### src/rtl/lamp_pkg.sv
`default_nettype none
// ============================================================================
//  Module      : lamp_pkg
//  Description : Shared definitions for the lamp fade sequencer: the 3-bit
//                phase encoding and the default fade-pattern levels.
//  Revision    : 1.0 - initial release
// ============================================================================
package lamp_pkg;

    // Phase encoding; IDLE..DN2 are numerically below UP3 so "flick accepted"
    // can be tested with a single magnitude compare.
    typedef logic [2:0] phase_t;

    localparam phase_t c_PH_IDLE = 3'd0;
    localparam phase_t c_PH_UP1  = 3'd1;
    localparam phase_t c_PH_DN1  = 3'd2;
    localparam phase_t c_PH_UP2  = 3'd3;
    localparam phase_t c_PH_DN2  = 3'd4;
    localparam phase_t c_PH_UP3  = 3'd5;
    localparam phase_t c_PH_DN3  = 3'd6;

    // Default fade-pattern levels
    localparam int c_DEF_P1 = 15;
    localparam int c_DEF_T1 = 4;
    localparam int c_DEF_P2 = 10;
    localparam int c_DEF_P3 = 5;

endpackage : lamp_pkg
`default_nettype wire

### src/rtl/lamp_pwm.sv
`default_nettype none
// ============================================================================
//  Module      : lamp_pwm
//  Description : Free-running W-bit PWM generator. The output is a registered
//                compare of the wrap counter against the requested level, so
//                level 0 gives 0% duty and level 2^W-1 gives (2^W-1)/2^W.
//  Ports       : clk   - system clock
//                rst   - synchronous active-high reset
//                level - brightness level (0..2^W-1)
//                pwm   - lamp drive
//  Revision    : 1.0 - initial release
// ============================================================================
module lamp_pwm #(
    parameter int W = 5
) (
    input  logic         clk,
    input  logic         rst,
    input  logic [W-1:0] level,
    output logic         pwm
);

    logic [W-1:0] r_cnt;
    logic         r_pwm;

    always_ff @(posedge clk) begin
        if (rst) begin
            r_cnt <= '0;
            r_pwm <= 1'b0;
        end else begin
            r_cnt <= r_cnt + W'(1);
            r_pwm <= (r_cnt < level);
        end
    end

    assign pwm = r_pwm;

endmodule : lamp_pwm
`default_nettype wire

### src/rtl/lamp_fade_sequencer.sv
`default_nettype none
// ============================================================================
//  Module      : lamp_fade_sequencer
//  Description : Multi-phase lamp fade sequencer. A flick request starts the
//                pattern up-to-P1, down-to-T1, up-to-P2, down-to-0, up-to-P3,
//                down-to-0. A flick latched before a checkpoint (T1 in DN1,
//                T1 or 0 in DN2) repeats the previous climb, up to RETRIG_MAX
//                times per sequence. The level drives a PWM lamp output.
//  Ports       : clk       - system clock
//                rst       - synchronous active-high reset
//                step_en_i - level-step tick
//                flick_i   - single-cycle flick request
//                level_o   - current brightness level
//                phase_o   - current phase (0 IDLE .. 6 DN3)
//                busy_o    - sequence in progress
//                done_o    - one-cycle pulse on return to IDLE
//                retrig_o  - retriggers consumed in current sequence
//                pwm_o     - PWM lamp drive
//  Revision    : 1.0 - initial release
// ============================================================================
module lamp_fade_sequencer
    import lamp_pkg::*;
#(
    parameter int W          = 5,
    parameter int P1         = c_DEF_P1,
    parameter int T1         = c_DEF_T1,
    parameter int P2         = c_DEF_P2,
    parameter int P3         = c_DEF_P3,
    parameter int RETRIG_MAX = 3,
    parameter int RW         = 2
) (
    input  logic          clk,
    input  logic          rst,
    input  logic          step_en_i,
    input  logic          flick_i,
    output logic [W-1:0]  level_o,
    output logic [2:0]    phase_o,
    output logic          busy_o,
    output logic          done_o,
    output logic [RW-1:0] retrig_o,
    output logic          pwm_o
);

    localparam logic [W-1:0] c_P1   = W'(P1);
    localparam logic [W-1:0] c_T1   = W'(T1);
    localparam logic [W-1:0] c_P2   = W'(P2);
    localparam logic [W-1:0] c_P3   = W'(P3);
    localparam logic [W-1:0] c_ZERO = '0;
    localparam logic [W-1:0] c_ONE  = W'(1);

    phase_t        r_phase;
    logic [W-1:0]  r_level;
    logic          r_pend;
    logic [RW-1:0] r_retrig;
    logic          r_busy;
    logic          r_done;

    logic w_ok;
    logic w_flick_ok;
    logic w_to_up3;

    // Retrigger permission; with RETRIG_MAX == 0 the checkpoints never fire.
    generate
        if (RETRIG_MAX == 0) begin : g_no_retrig
            assign w_ok = 1'b0;
        end else begin : g_retrig
            localparam logic [RW-1:0] c_RMAX = RW'(RETRIG_MAX);
            assign w_ok = r_pend && (r_retrig < c_RMAX);
        end
    endgenerate

    // Flicks are only latched in IDLE..DN2.
    assign w_flick_ok = flick_i && (r_phase < c_PH_UP3);

    // Entering UP3 discards any pending flick, including one arriving on the
    // same cycle, so a late flick cannot restart the pattern after DN3.
    assign w_to_up3 = step_en_i && (r_phase == c_PH_DN2) &&
                      (r_level == c_ZERO) && !w_ok;

    always_ff @(posedge clk) begin
        if (rst) begin
            r_phase  <= c_PH_IDLE;
            r_level  <= '0;
            r_pend   <= 1'b0;
            r_retrig <= '0;
            r_busy   <= 1'b0;
            r_done   <= 1'b0;
        end else begin
            r_done <= 1'b0;

            if (step_en_i) begin
                case (r_phase)
                    c_PH_IDLE: begin
                        if (r_pend) begin
                            r_phase <= c_PH_UP1;
                            r_level <= c_ONE;
                            r_pend  <= 1'b0;
                            r_busy  <= 1'b1;
                        end
                    end
                    c_PH_UP1: begin
                        if (r_level < c_P1) begin
                            r_level <= r_level + c_ONE;
                        end else begin
                            r_phase <= c_PH_DN1;
                            r_level <= r_level - c_ONE;
                        end
                    end
                    c_PH_DN1: begin
                        if (r_level == c_T1) begin
                            // Checkpoint: pend is either consumed or dropped.
                            r_pend  <= 1'b0;
                            r_level <= r_level + c_ONE;
                            if (w_ok) begin
                                r_phase  <= c_PH_UP1;
                                r_retrig <= r_retrig + RW'(1);
                            end else begin
                                r_phase <= c_PH_UP2;
                            end
                        end else begin
                            r_level <= r_level - c_ONE;
                        end
                    end
                    c_PH_UP2: begin
                        if (r_level == c_P2) begin
                            r_phase <= c_PH_DN2;
                            r_level <= r_level - c_ONE;
                        end else begin
                            r_level <= r_level + c_ONE;
                        end
                    end
                    c_PH_DN2: begin
                        if (((r_level == c_T1) || (r_level == c_ZERO)) && w_ok) begin
                            r_phase  <= c_PH_UP2;
                            r_level  <= r_level + c_ONE;
                            r_retrig <= r_retrig + RW'(1);
                            r_pend   <= 1'b0;
                        end else if (r_level == c_ZERO) begin
                            r_phase <= c_PH_UP3;
                            r_level <= c_ONE;
                            r_pend  <= 1'b0;
                        end else begin
                            r_level <= r_level - c_ONE;
                            if (r_level == c_T1) begin
                                r_pend <= 1'b0;
                            end
                        end
                    end
                    c_PH_UP3: begin
                        if (r_level == c_P3) begin
                            r_phase <= c_PH_DN3;
                            r_level <= r_level - c_ONE;
                        end else begin
                            r_level <= r_level + c_ONE;
                        end
                    end
                    c_PH_DN3: begin
                        if (r_level == c_ZERO) begin
                            r_phase  <= c_PH_IDLE;
                            r_retrig <= '0;
                            r_busy   <= 1'b0;
                            r_done   <= 1'b1;
                        end else begin
                            r_level <= r_level - c_ONE;
                        end
                    end
                    default: begin
                        r_phase <= c_PH_IDLE;
                        r_level <= '0;
                        r_busy  <= 1'b0;
                    end
                endcase
            end

            // A new flick wins over consumption on the same cycle.
            if (w_flick_ok && !w_to_up3) begin
                r_pend <= 1'b1;
            end
        end
    end

    lamp_pwm #(
        .W (W)
    ) u_pwm (
        .clk   (clk),
        .rst   (rst),
        .level (r_level),
        .pwm   (pwm_o)
    );

    assign level_o  = r_level;
    assign phase_o  = r_phase;
    assign busy_o   = r_busy;
    assign done_o   = r_done;
    assign retrig_o = r_retrig;

endmodule : lamp_fade_sequencer
`default_nettype wire

### config.mk
export PLATFORM = sky130hd
export DESIGN_NAME = lamp_fade_sequencer
export DESIGN_NICKNAME = d
export VERILOG_FILES = /design/src/rtl/lamp_pkg.sv /design/src/rtl/lamp_pwm.sv /design/src/rtl/lamp_fade_sequencer.sv
export SDC_FILE = /design/constraint.sdc
export NUM_CORES = 1
export LEC_CHECK = 0
export BUFFER_PORTS_ARGS = -buffer_cell sky130_fd_sc_hd__buf_4
export CAP_MARGIN = 20
export CORE_MARGIN = 5
export CORE_UTILIZATION = 60
export CTS_BUF_LIST = sky130_fd_sc_hd__clkbuf_8
export CTS_CLUSTER_DIAMETER = 150
export DETAILED_ROUTE_END_ITERATION = 8
export MAX_ROUTING_LAYER = met4
export PLACE_DENSITY = 0.81
export SYNTH_ARGS = -nofsm -noshare
export SYNTH_HDL_FRONTEND = slang
export SYNTH_SLANG_ARGS = --single-unit
### constraint.sdc
create_clock -name clk -period 2.7 [get_ports clk]
set_clock_uncertainty 0.05 [all_clocks]
set_input_delay 0.54 -clock clk [delete_from_list [all_inputs] [get_ports clk]]
set_output_delay 0.54 -clock clk [all_outputs]
set_load 0.01 [all_outputs]
# After elaboration in Yosys (flattened, before gate mapping)
# Cells that the tools add are included.
dict set report classes {
  n_addsub 4
  n_mul 0
  n_div 0
  n_lt_le_gt_ge 4
  eq_ne 19
  n_shift 0
  muxes 34
  bitwise_logic 3
  n_reduce_logical 22
}
# operator count
set ops {}
lappend ops {{$mux 5} 8}
lappend ops {{$pmux 5 s7} 1}
lappend ops {{$mux 3} 8}
lappend ops {{$pmux 3 s7} 1}
lappend ops {{$ne 2x2->1 const B} 8}
lappend ops {{$add 5x1->5 const B} 2}
lappend ops {{$eq 5x3->1 const B} 2}
lappend ops {{$mux 2} 5}
lappend ops {{$eq 3x3->1 const B} 3}
lappend ops {{$mux 1} 8}
lappend ops {{$reduce_and 8->1} 1}
lappend ops {{$logic_and 1x1->1} 7}
lappend ops {{$eq 3x2->1 const B} 2}
lappend ops {{$pmux 1 s3} 2}
lappend ops {{$pmux 2 s3} 1}
lappend ops {{$reduce_and 6->1} 1}
lappend ops {{$eq 5x4->1 const B} 1}
lappend ops {{$logic_not 5->1} 1}
lappend ops {{$lt 5x4->1 const B} 1}
lappend ops {{$lt 5x5->1} 1}
lappend ops {{$reduce_or 5->1} 1}
lappend ops {{$sub 5x1->5 const B} 1}
lappend ops {{$reduce_and 4->1} 1}
lappend ops {{$reduce_bool 4->1} 1}
lappend ops {{15 further kinds} 18}
dict set report word_totals {
  register_bits 19
  latch_bits 0
  mem_bits_rw 0
  rom_bits 0
  in_bits 4
  output_inout_bits 13
  wordCells 94
  n_memories 0
}

# Depth between registers and ports, before layout
# Gate-level depths: netlist (run 1).
dict set report logic_depth {
  depth_word 8
  ltp_mapped 8
  mapped_depth_nobuf 8
}

# Cells and area by module
# A second synthesis (run 1) with hierarchy kept.
dict set report hier_totals {
  hier_cells 213
  area_unflattened_um2 1699.1
}
# mod instances cells_per_inst area_each_um2 seq_area_each_um2
set modules_own_cells {}
lappend modules_own_cells {lamp_fade_sequencer 1 182 1406.3 260.2}
lappend modules_own_cells {lamp_pwm 1 31 292.8 120.1}

# Worst setup path before layout (run 1)
# OpenSTA, ideal clock, no wires.
dict set report synth_timing {
  path_kind {register to register}
  startpoint {reg r_level[1], in the netlist level_o[1]}
  endpoint {reg r_level[3], in the netlist level_o[3]}
  setup_ps 120
  arrival_ps 2087
  t_required_ps 2530
  setup_slack_ps 443
  path_stages_with_launch 9
  path_buffers 0
  synth_period_minus_slack_ps 2257
  cell_sequence {dfxtp_1 inv_1 ha_1 or3b_4 a211oi_2 o21ai_1 a32o_2 a2111oi_4 o21ai_2}
}
dict set report synth_between {
  elab_chain_len 5
  word_cells_on_any_way 19
  cone_classes {2 x add/sub; 1 x order compare; 4 x eq/ne; 8 x mux; 4 x reduce/logical}
}
# element line_no
set synth_rtl {}
lappend synth_rtl {{from (decl)} lamp_fade_sequencer.sv:52} ;# logic [W-1:0] r_level;
lappend synth_rtl {{from (signal assigned)} lamp_fade_sequencer.sv:96} ;# r_level <= c_ONE;
lappend synth_rtl {{from (signal assigned)} lamp_fade_sequencer.sv:103} ;# r_level <= r_level + c_ONE;
lappend synth_rtl {{from (signal assigned)} lamp_fade_sequencer.sv:106} ;# r_level <= r_level - c_ONE;
lappend synth_rtl {{branches (longest 5 deep; another with $sub 5x1->5)} -}
# Several ways; the timed one is not identified. The select of a mux whose other input is x is not followed.
# A chain may end at the register's enable or synchronous reset.

# Worst setup path after layout (run 1)
# Same ends and word-level chain as after synthesis.

==> impl_metrics.tcl, run 1 <==
set metrics [dict create \
    status "complete, no violations" \
    post_drt_wl_per_cell_um 16.3 \
    endpoint_kind "flip-flop" \
    fin_util 0.698 \
    cts_setup_buffers 0 \
    grt_pass1_wl_um 6740 \
    drtAntennaViolNets 0 \
    regArea_sq_um 380 \
    synth_top_family_by_area "compound AO/OA/AOI/OAI gates" \
    cap_violations 0 \
    setup_viol 0 \
    fp.dieW_um 61.6 \
    gp_congestion 0.958 \
    n_antenna_cell 0 \
    cts_hold_buf 0 \
    combPwrFrac 0.243 \
    p_per_area_mw_per_mm2 393 \
    cts_buffers 3 \
    slew_violations 0 \
    synthTopCellsByArea "dfxtp_1, ha_1, a21oi_1" \
    setup_tns_ns 0 \
    nNetsFinal 225 \
    wirelength_um 3910 \
    min_path_type "flip-flop to flip-flop" \
    netlist_instances 200 \
    cts_tree "yes" \
    layout_setup_ws_ns 0.245 \
    switchingPower_w 0.000220 \
    root_buffer "clkbuf_8" \
    grt_max_degree 18 \
    peakVddDrop_v 0.000404 \
    cp-start-kind "flip-flop" \
    gr-usage-all-layers 0.243 \
    grt_remaining_overflow 0 \
    cts_sinks 19 \
    dp_hpwl_um 2760 \
    avgViaCountPerCell 6.37 \
    synth_top_flop_cell "dfxtp_1" \
    synth-compound-area-share 0.287 \
    swShare 0.318 \
    antenna_found_initial 0 \
    path_class "flip-flop to flip-flop" \
    layout_min_cycle_time_ns 2.45 \
    grt_busiest_layer "met2" \
    cp_max_fo 7 \
    clk_pin_slew_ns 0.08 \
    yosysSeqAreaShare 0.238 \
    seq_power_share 0.456 \
    finalHoldViolCount 0 \
    synth_nets 215 \
    synth-simple-area-share 0.265 \
    use_met1 0.317 \
    drive_gt1_frac 0.196 \
    clk_latency_ns 0.26 \
    fillers 224 \
    rr_endpoint "level_o[3]$_SDFFE_PP0P_" \
    met2_usage 0.392 \
    synthAdderAreaFrac 0.0861 \
    rows 18 \
    ys.warnings.count 0 \
    synthDistinctLibCells 57 \
    io_buffers 16 \
    coreArea_sq_mm 0.00252 \
    r2r_setup_slack_ns 0.25 \
    reg2reg_depth 8 \
    dieArea_sq_mm 0.00380 \
    multi_input_area_sq_mm 0.00112 \
    fin_area_sq_mm 0.00176 \
    rsz0062_at_grt "false" \
    io_pins 17 \
    use_met3 0.0335 \
    yosysTopAreaCellShare 0.238 \
    post-route-period-util 0.909 \
    max_freq_mhz 407 \
    firstDrtPassIters 4 \
    worstPathArrival_ns 2.56 \
    yosys.area.top_type "dfxtp_1" \
    initial_core_util 0.633 \
    clockPowerShare 0.301 \
    cts_resized 0 \
    place_area_sq_mm 0.00171 \
    layout_common_cells "dfxtp_1, buf_4, nor2_1" \
    crit_start "level_o[1]$_SDFFE_PP0P_" \
    rr_startpoint "level_o[1]$_SDFFE_PP0P_" \
    area_growth_pct 10.2 \
    p_int_w 0.000471 \
    relSlewSlack 0.529 \
    synth_xor_area_frac 0.0329 \
    synthMuxAreaShare 0.0321 \
    vias 1523 \
    grt_pass1_vias 1440 \
    endpoint "level_o[3]$_SDFFE_PP0P_" \
    synth-seq-cells 19 \
    synth.cell_area_sq_mm 0.00160 \
    tightestPinTransition_ns 0.706 \
    die_y_um 61.6 \
    drt_iter0_drc 119 \
    async_flop_share 0 \
    syn_area_per_cell_sq_um 7.99 \
    leakage_nw 0.672 \
    dp_slack_ns 0.306 \
    cts_max_level 1 \
    crit_required_ns 2.81 \
    finalHoldWorstSlack_ns 0.427 \
    cts_buffer_depth 2 \
    drcViolationCount 0 \
    synth_edf_count 0 \
]
[cells in the mapped netlist, drive strengths merged, types with 2 or more instances]
cell / count
dfxtp: 19
nor2: 18
nand2: 17
o21ai: 17
a21oi: 14
ha: 11
clkbuf: 9
nor3: 9
inv: 7
nand2b: 7
nor2b: 6
a211oi: 5
buf: 5
mux2i: 4
nand3: 4
o22ai: 4
xnor2: 4
a22oi: 3
a31oi: 3
o211ai: 3
and3: 2
and4bb: 2
nand3b: 2
nor4: 2
or3b: 2
xor2: 2
[flip-flops by register name, indices dropped and copies added, names as in the netlist]
register     count
phase_o          3
done_o           1
u_pwm.pwm        1
busy_o           1
r_pend           1
u_pwm.r_cnt      5
level_o          5
retrig_o         2
[metal layers]
metal	up-vias	routed length, um
li1	749	-
met1	709	1780
met2	56	1830
met3	9	244
met4	0	51
met5	-	0
[layout make-up]
type	instances	share of cell area
Timing Repair Buffer	19	0.0810
Clock inverter	1	0.00426
Inverter	7	0.0149
Clock buffer	3	0.0235
Sequential cell	19	0.216
Multi-Input combinational cell	160	0.639
Tap cell	30	0.0213
[per-stage QoR]
| stage | total power (W) | std cells |
|---|---|---|
| after floorplan | 0.000440 | 200 |
| after global placement | 0.000480 | 235 |
| final | 0.000691 | 239 |
| after global routing | 0.000736 | 239 |
| after detailed placement | 0.000486 | 235 |
| after CTS | 0.000693 | 239 |
[logic make-up after synthesis]
group | count (synthesis)
AOI/OAI and AO/OA | 63
xor gates and xnor gates | 6
adders and majority gates | 11
buffers and inverters | 21
DFF | 19
muxes | 5
and+or+nand+nor | 75
[worst min-delay path by stage]
stage                     cells past startpoint                   endpoint  slack, ns                 startpoint
after detailed placement                      1  u_pwm.r_cnt[0]$_SDFF_PP0_       0.41  u_pwm.r_cnt[0]$_SDFF_PP0_
after global placement                        1  u_pwm.r_cnt[0]$_SDFF_PP0_       0.40  u_pwm.r_cnt[0]$_SDFF_PP0_
after global routing                          1  u_pwm.r_cnt[0]$_SDFF_PP0_       0.48  u_pwm.r_cnt[0]$_SDFF_PP0_
after CTS                                     1  u_pwm.r_cnt[0]$_SDFF_PP0_       0.43  u_pwm.r_cnt[0]$_SDFF_PP0_
final                                         1  u_pwm.r_cnt[0]$_SDFF_PP0_       0.43  u_pwm.r_cnt[0]$_SDFF_PP0_
after floorplan                               1  u_pwm.r_cnt[0]$_SDFF_PP0_       0.38  u_pwm.r_cnt[0]$_SDFF_PP0_
[power by group through the flow]
stage,registers (W),logic [W],clock network (W)
2_1_floorplan,0.000315,0.000126,0
3_3_place_gp,0.000320,0.000160,0
3_5_place_dp,0.000321,0.000164,0
4_1_cts,0.000315,0.000166,0.000212
5_1_grt,0.000318,0.000186,0.000231
6_report,0.000315,0.000168,0.000208
[worst max-delay path: stages, from the launching register on]
cell and delay, ns:
dfxtp_1 0.39, inv_1 0.22, ha_1 0.25, or3b_4 0.43, a211oi_2 0.25, o21ai_1 0.09, a32o_2 0.24, a2111oi_4 0.35
o21ai_2 0.07
Power figures use the tool's default switching activity.
==> run 2: changes to the inputs <==
- CORE_UTILIZATION: 60 -> 50
- PLACE_DENSITY: 0.81 -> 0.7
==> run 2 against run 1 <==
Sequential share of layout area is 0.18 points lower. Critical path depth unchanged. Sequential cell count did not move. Wire length decreased by 2.8%. Non-clock buffer count is the same. Largest cell class unchanged. Highest routed layer unchanged.
==> impl_metrics.tcl, run 2 (synthesis results as in run 1) <==
set metrics [dict create \
    post-route-period-util 0.903 \
    worstPathArrival_ns 2.56 \
    gr-usage-all-layers 0.189 \
    initial_core_util 0.523 \
    firstDrtPassIters 4 \
    cts_tree "yes" \
    cp_max_fo 7 \
    rr_endpoint "level_o[2]$_SDFFE_PP0P_" \
    gp_congestion 0.958 \
    p_per_area_mw_per_mm2 386 \
    cap_violations 0 \
    peakVddDrop_v 0.000321 \
    leakage_nw 0.676 \
    die_y_um 66.5 \
    cts_sinks 19 \
    layout_min_cycle_time_ns 2.44 \
    cts_resized 0 \
    post_drt_wl_per_cell_um 15.0 \
    rr_startpoint "level_o[1]$_SDFFE_PP0P_" \
    status "complete, no violations" \
    dieArea_sq_mm 0.00443 \
    layout_common_cells "dfxtp_1, buf_4, nor2_1" \
    dp_hpwl_um 2730 \
    grt_max_degree 18 \
    clk_latency_ns 0.26 \
    min_path_type "flip-flop to flip-flop" \
    slew_violations 0 \
    drt_iter0_drc 142 \
    grt_remaining_overflow 0 \
    rows 20 \
    setup_viol 0 \
    min_path_cells 1 \
    worstHoldEndpoint "u_pwm.r_cnt[0]$_SDFF_PP0_" \
    area_growth_pct 11.1 \
    cts_hold_buf 0 \
    path_class "flip-flop to flip-flop" \
    crit_required_ns 2.83 \
    finalHoldViolCount 0 \
    endpoint_kind "flip-flop" \
    cts_setup_buffers 0 \
    clk_pin_slew_ns 0.08 \
    cp-start-kind "flip-flop" \
    r2r_setup_slack_ns 0.26 \
    n_antenna_cell 0 \
    cts_buffer_depth 2 \
    hp-start "u_pwm.r_cnt[0]$_SDFF_PP0_" \
    fp.dieW_um 66.5 \
    setup_tns_ns 0 \
    reg2reg_depth 8 \
    cts_buffers 3 \
    drive_gt1_frac 0.196 \
    antenna_found_initial 0 \
    vias 1477 \
    nNetsFinal 225 \
    drcViolationCount 0 \
    io_buffers 16 \
    cts_max_level 1 \
    rsz0062_at_grt "false" \
    relSlewSlack 0.525 \
    wirelength_um 3800 \
    io_pins 17 \
    grt_pass1_vias 1359 \
    finalHoldWorstSlack_ns 0.417 \
    avgViaCountPerCell 5.84 \
    grt_pass1_wl_um 6350 \
    max_freq_mhz 410 \
    coreArea_sq_mm 0.00305 \
    tightestPinTransition_ns 0.711 \
    root_buffer "clkbuf_8" \
    drtAntennaViolNets 0 \
]
## run 2: cell types whose count changed in the layout (fill, tap and decap cells not counted), sizes merged
cell      before  now
clkinv         0    1
clkinvlp       1    0
## run 2: how the worst max path moves through the flow
stage / startpoint / end / slack [ns] / depth (start not counted)
global route: level_o[1]$_SDFFE_PP0P_ / level_o[2]$_SDFFE_PP0P_ / 0.12 / 8
CTS: level_o[1]$_SDFFE_PP0P_ / level_o[3]$_SDFFE_PP0P_ / 0.28 / 8
finish: level_o[1]$_SDFFE_PP0P_ / level_o[2]$_SDFFE_PP0P_ / 0.26 / 8
detailed placement: level_o[1]$_SDFFE_PP0P_ / level_o[3]$_SDFFE_PP0P_ / 0.32 / 8
global placement: level_o[1]$_SDFFE_PP0P_ / level_o[3]$_SDFFE_PP0P_ / 0.39 / 8
floorplan: level_o[1]$_SDFFE_PP0P_ / level_o[3]$_SDFFE_PP0P_ / 0.44 / 8
## run 2: metal layers
metal	global-route usage	vias up	routed length, um
met4	0.0660	0	51
met5	-	-	0
met3	0.0219	5	205
met2	0.292	37	1750
met1	0.254	688	1790
li1	-	747	-
## run 2: final cells by class
cell class	instances	area, sq um
fillers	291	1280
flip-flops and latches	19	380
clock inverters	1	5.00
multi-input cells	160	1120
clock buffers	3	41.3
repair buffers	19	143
inverters	7	26.3
well taps	44	55.1
## run 2: where the power goes
group          switching (W)  internal (W)
sequential         0.0000204      0.000293
clock               0.000104      0.000103
combinational      0.0000907     0.0000738
total               0.000215      0.000470
## run 2: per-stage QoR
| stage | worst slack (ns) | std cells | utilization | cell area (sq um) | power (W) |
|---|---|---|---|---|---|
| floorplan | 0.443 | 200 | - | 1600 | 0.000440 |
| global placement | 0.385 | 249 | 0.566 | 1730 | 0.000482 |
| detailed placement | 0.323 | 249 | 0.566 | 1730 | 0.000483 |
| CTS | 0.281 | 253 | 0.582 | 1780 | 0.000689 |
| global route | 0.125 | 253 | 0.582 | 1780 | 0.000732 |
| finish | 0.263 | 253 | 0.582 | 1780 | 0.000685 |
## run 2: critical path, cell delays in order (launching register included)
cell,delay [ns]
dfxtp_1,0.38
inv_1,0.21
ha_1,0.25
or3b_4,0.43
o31a_1,0.29
o21ai_1,0.21
nor2b_1,0.29
o21ai_0,0.13
o311ai_1,0.11
